===== config.mk =====
export PLATFORM = sky130hd
export DESIGN_NAME = imem_loader
export DESIGN_NICKNAME = d
export VERILOG_FILES = /design/src/rtl/imem_loader.sv
export SDC_FILE = /design/constraint.sdc
export NUM_CORES = 1
export LEC_CHECK = 0
export CAP_MARGIN = 40
export CORE_MARGIN = 10
export CORE_UTILIZATION = 52
export CTS_BUF_LIST = sky130_fd_sc_hd__clkbuf_16
export CTS_CLUSTER_DIAMETER = 100
export DETAILED_ROUTE_END_ITERATION = 8
export PLACE_DENSITY = 0.78
export SYNTH_ARGS = -nofsm -noshare
export SYNTH_HDL_FRONTEND = slang
export SYNTH_SLANG_ARGS = --single-unit

===== constraint.sdc =====
create_clock -name fastclk -period 2.25 [get_ports fastclk]
set_clock_uncertainty 0.2 [all_clocks]
set_input_delay 0.3375 -clock fastclk [delete_from_list [all_inputs] [get_ports fastclk]]
set_output_delay 0.3375 -clock fastclk [all_outputs]
set_load 0.03 [all_outputs]

===== src/rtl/imem_loader.sv =====
// Instruction memory loader: assembles a 4-bit nibble stream into words,
// writes them from address 0 and holds the core in reset while loading.
// Ports: fastclk, rst (async, active-low), start/len (load request),
// nib_data/nib_valid/nib_ready (stream), we/waddr/wdata (memory write),
// core_hold, busy, done, err (status).
// Optional macro IMEM_LOADER_CHECKSUM_EN adds a trailing XOR checksum nibble.
module imem_loader #(
  parameter int INSTR_W = 16,
  parameter int ADDR_W  = 4
) (
  input  logic               fastclk,
  input  logic               rst,
  input  logic               start,
  input  logic [ADDR_W-1:0]  len,
  input  logic [3:0]         nib_data,
  input  logic               nib_valid,
  output logic               nib_ready,
  output logic               we,
  output logic [ADDR_W-1:0]  waddr,
  output logic [INSTR_W-1:0] wdata,
  output logic               core_hold,
  output logic               busy,
  output logic               done,
  output logic               err
);

  localparam int NPW = INSTR_W / 4;
  localparam int CW  = $clog2(NPW) + 1;

`ifdef IMEM_LOADER_CHECKSUM_EN
  typedef enum logic [2:0] {
    S_IDLE, S_LOAD, S_WRITE, S_CHECK, S_DONE
  } state_t;
`else
  typedef enum logic [2:0] {
    S_IDLE, S_LOAD, S_WRITE, S_DONE
  } state_t;
`endif

  state_t               r_state;
  state_t               w_state_nx;
  logic [ADDR_W-1:0]    r_len;
  logic [ADDR_W:0]      r_wcnt;
  logic [CW-1:0]        r_ncnt;
  logic [INSTR_W-1:0]   r_asm;
  logic [INSTR_W-1:0]   r_wdata;
  logic [ADDR_W-1:0]    r_waddr;

  logic                 w_xfer;
  logic                 w_last_nib;
  logic                 w_last_word;
  logic [ADDR_W:0]      w_target;
  logic [ADDR_W:0]      w_wcnt_nx;
  logic [INSTR_W-1:0]   w_asm_nx;

  // len==0 encodes a full-depth load, so the target gets an extra MSB
  assign w_target    = {(r_len == '0), r_len};
  assign w_wcnt_nx   = r_wcnt + (ADDR_W+1)'(1);
  assign w_last_word = (w_wcnt_nx == w_target);
  assign w_last_nib  = (r_ncnt == CW'(NPW - 1));
  assign w_xfer      = nib_valid & nib_ready;
  assign w_asm_nx    = INSTR_W'({r_asm, nib_data});

`ifdef IMEM_LOADER_CHECKSUM_EN
  logic [3:0] r_csum;
  logic       r_err;
  logic       r_hold;
  logic       w_ck_ok;

  assign w_ck_ok = (nib_data == r_csum);

  // r_hold keeps the core parked after a failed checksum
  always_ff @(posedge fastclk or negedge rst) begin
    if (!rst) begin
      r_csum <= '0;
      r_err  <= 1'b0;
      r_hold <= 1'b0;
    end else if (r_state == S_IDLE && start) begin
      r_csum <= '0;
      r_err  <= 1'b0;
      r_hold <= 1'b0;
    end else if (r_state == S_LOAD && w_xfer) begin
      r_csum <= r_csum ^ nib_data;
    end else if (r_state == S_CHECK && w_xfer && !w_ck_ok) begin
      r_err  <= 1'b1;
      r_hold <= 1'b1;
    end
  end
`endif

  always_ff @(posedge fastclk or negedge rst) begin
    if (!rst) r_state <= S_IDLE;
    else      r_state <= w_state_nx;
  end

  always_comb begin
    w_state_nx = r_state;
    case (r_state)
      S_IDLE:  if (start) w_state_nx = S_LOAD;
      S_LOAD:  if (w_xfer && w_last_nib) w_state_nx = S_WRITE;
      S_WRITE: begin
        if (w_last_word) begin
`ifdef IMEM_LOADER_CHECKSUM_EN
          w_state_nx = S_CHECK;
`else
          w_state_nx = S_DONE;
`endif
        end else begin
          w_state_nx = S_LOAD;
        end
      end
`ifdef IMEM_LOADER_CHECKSUM_EN
      S_CHECK: if (w_xfer) w_state_nx = w_ck_ok ? S_DONE : S_IDLE;
`endif
      S_DONE:  w_state_nx = S_IDLE;
      default: w_state_nx = S_IDLE;
    endcase
  end

  always_comb begin
    nib_ready = (r_state == S_LOAD);
`ifdef IMEM_LOADER_CHECKSUM_EN
    if (r_state == S_CHECK) nib_ready = 1'b1;
`endif
    we    = (r_state == S_WRITE);
    busy  = (r_state != S_IDLE);
    done  = (r_state == S_DONE);
    waddr = r_waddr;
    wdata = r_wdata;
`ifdef IMEM_LOADER_CHECKSUM_EN
    core_hold = busy | r_hold;
    err       = r_err;
`else
    core_hold = busy;
    err       = 1'b0;
`endif
  end

  // wdata is captured with the last nibble so it holds between writes
  always_ff @(posedge fastclk or negedge rst) begin
    if (!rst) begin
      r_len   <= '0;
      r_wcnt  <= '0;
      r_ncnt  <= '0;
      r_asm   <= '0;
      r_wdata <= '0;
      r_waddr <= '0;
    end else begin
      case (r_state)
        S_IDLE: begin
          if (start) begin
            r_len   <= len;
            r_wcnt  <= '0;
            r_ncnt  <= '0;
            r_asm   <= '0;
            r_waddr <= '0;
          end
        end
        S_LOAD: begin
          if (w_xfer) begin
            r_asm  <= w_asm_nx;
            r_ncnt <= r_ncnt + CW'(1);
            if (w_last_nib) r_wdata <= w_asm_nx;
          end
        end
        S_WRITE: begin
          r_wcnt  <= w_wcnt_nx;
          r_waddr <= r_waddr + ADDR_W'(1);
          r_ncnt  <= '0;
        end
        default: ;
      endcase
    end
  end

endmodule


==> out/metrics.cfg <==
[placed_design]
dp_slack_ps=310.9
placement.io_buffers=36
gp_congestion=0.7479
dp_hpwl_um=3296

[clocking]
htreeDepth=2
cts_made_buffers=5
path_clk_slew_ps=60
cts-root-buf=clkbuf_16
cts_sinks=46
cts_tree=done
cts_buffer_depth=2
clk_latency_ps=280

[critical_path]
cp_slowest_cell=dfrtp_1
cp-start-kind=flop
worstSetupPathType=reg -> out
rrSetupSlack_ps=340
required_ps=1710
crit_path_end_kind=output port
cp_max_fo=11
cp_cell_sequence=nand2b_1 > inv_1 > buf_4
path_buf_inv=2
critPathMaxStageDelay_ps=500
cp.arrival_ps=1530
cp_top_family=flip-flops

[floorplanning]
dieArea_sq_um=7071
start_util_pct=53.39
fp-row-count=23
die_y_um=84.09
io_pins=38
core_area_sq_um=4000
die_x_um=84.09

[routing]
ant_nets=0
routed_via_density=5.591
drt_wl_total_um=4706
drt_first_pass_iters=6
drt_iter0_markers=104
drc_errors=0
wire_per_inst_um=17.49
vias=1504

[cells_and_area]
n_antenna_cell=0
syn_to_final_growth_pct=25.78
drive_gt1_share_pct=18.26
final_core_util_pct=67.16
nets=234

[power_and_ir_drop]
netSwitchingFraction_pct=36.62
intPower_w=0.002184
share_comb_of_total_power_pct=40.0
power_frac_clock_pct=20.6
power.leakage_nw=1.257
p_total_w=0.003446
vdd_drop_max_mv=0.7874
power_density_nw_per_um2=1283
seq_power_share_pct=39.4
p_sw_w=0.001262

[synth]
yosysWarnings=0
ys_dominant_reg_cell=dfrtp_1
ys_types=38
seq_area_frac_synth_pct=53.90
synth-async-reset-ratio_pct=100.0
syn_area_sq_um=2136
syn_avg_cell_area_sq_um=11.87
synth_edf_count=0
syn_inst=180
syn-num-nets=196
yosys_register_bits=46

[timing]
rsz0062_at_grt=no
whs_ps=312.7
maxSlewViolCount=0
tightest_slew_ps=604.9
slew_headroom_pct=59.67
finalSetupViolCount=0
timing.setup.tns_ps=0
hold_violations=0
post-route-period-util_pct=91.98
setup_ws_ps=180.5
min_period_ps=2069
max_freq_mhz=483.2

[global_routing]
antenna_found_initial=0
grt_usage_pct=14.15
grt_pass1_vias=1663
grt_pass1_wl_um=8211
grt_overflow=0
grt_start_max_net_pins=29

[run]
drv_cap=0

[run_status]
status=complete, no violations

[min_path]
hold_path_class=reg -> reg

-- cell families (layout without fill, tap and decap cells) --
logic type / count (synthesis) / after routing / synth area share, %
AO/OA/AOI/OAI: 32 / 32 / 9.139
adder cells (fa/ha/maj): 4 / 4 / 2.343
buffers and inverters: 28 / 67 / 5.975
XOR/XNOR: 9 / 9 / 5.624
flip-flops: 46 / 46 / 53.90
other: 1 / 1 / 0.1756
AND/OR/NAND/NOR: 40 / 40 / 10.90
multiplexers: 20 / 20 / 11.95
-- registers in the layout (all words and copies together) (netlist names) --
signal	flops
wdata	16
r_ncnt	3
r_asm	12
r_wcnt	5
r_state	2
r_len	4
waddr	4
-- worst paths after layout --
path	start	endpoint	cells after the start
max	r_state[1]	we	3
min	wdata[4]	wdata[4]	1
min in group asynchronous	rst	r_wcnt[4]	2
max reg2reg	r_state[0]	wdata[15]	4
max in group asynchronous	rst	wdata[6]	3
min reg2reg	wdata[4]	wdata[4]	1
-- timing repair --
action	4_1_cts	5_1_grt
setup buffers	0	0
hold buffers	1	0
setup endpoints to repair	1	2
hold endpoints to repair	26	0
gates resized for setup	1	2
-- worst reg2reg max path: cells and delay by family (launching register included) --
family | cells | cell delay (ps)
simple gates | 2 | 520
flops | 1 | 410
mux | 1 | 390
buf+inv | 1 | 270
-- area by class of cell --
class                           instances  area, sq um
Sequential cell                        46         1151
Clock buffer                            5        125.1
Inverter                               16        60.06
Clock inverter                          3        21.27
Fill cell                             286         1314
Tap cell                               50        62.56
Multi-Input combinational cell        106        857.1
Timing Repair Buffer                   43        409.1
-- per-stage QoR --
| stage | cells | cell area (sq um) |
|---|---|---|
| finish | 269 | 2686 |
| global placement | 260 | 2526 |
| CTS | 269 | 2681 |
| floorplan | 180 | 2136 |
| detailed placement | 260 | 2526 |
| global route | 269 | 2686 |
-- placed cells by master (no fill, tap or decap), types with 2 or more instances in the layout --
cell	count
buf_4	8
clkbuf_16	5
clkdlybuf4s50_1	30
dfrtp_1	46
dlymetal6s2s_1	2
ha_1	4
inv_1	16
mux2_2	12
mux2_4	8
nand2_1	11
nand2b_1	3
nand3_1	2
nand4_1	13
nor2_1	2
o21ai_0	18
o22ai_1	4
o2bb2ai_1	2
xnor2_1	2
xnor3_1	3
xor2_1	4
-- synth_stat cells, drive strengths merged, types with 2 or more instances --
master | count | area (sq um)
nand2b | 3 | 18.77
mux2 | 20 | 255.3
clkbuf | 5 | 18.77
xor2 | 4 | 35.03
ha | 4 | 50.05
o21ai | 18 | 90.09
buf | 7 | 48.79
dfrtp | 46 | 1151
nor2 | 3 | 13.77
nand2 | 11 | 41.29
inv | 16 | 60.06
o22ai | 4 | 25.02
nand4 | 13 | 81.33
nand3 | 3 | 27.53
xnor2 | 2 | 17.52
xnor3 | 3 | 67.56
o2bb2ai | 2 | 17.52
-- power by group through the flow --
| stage | Combinational (W) | Clock, W | Sequential, W |
|---|---|---|---|
| finish | 0.00138 | 0.000710 | 0.00136 |
| detailed placement | 0.00139 | 0 | 0.00137 |
| floorplan | 0.000661 | 0 | 0.00156 |
| global placement | 0.00135 | 0 | 0.00135 |
| global route | 0.00149 | 0.000769 | 0.00140 |
| CTS | 0.00140 | 0.000730 | 0.00136 |
-- metal layers --
layer | vias to the layer above | GRT usage [%] | wire length [um] | part of all wire [%]
li1 | 695 | - | - | -
met1 | 767 | 15.84 | 1848 | 39
met2 | 33 | 24.00 | 2555 | 54
met3 | 9 | 4.590 | 210 | 4.5
met4 | 0 | 5.784 | 91 | 1.9
met5 | - | 0 | 0 | 0
No activity file was read; power rests on OpenSTA's default activity.
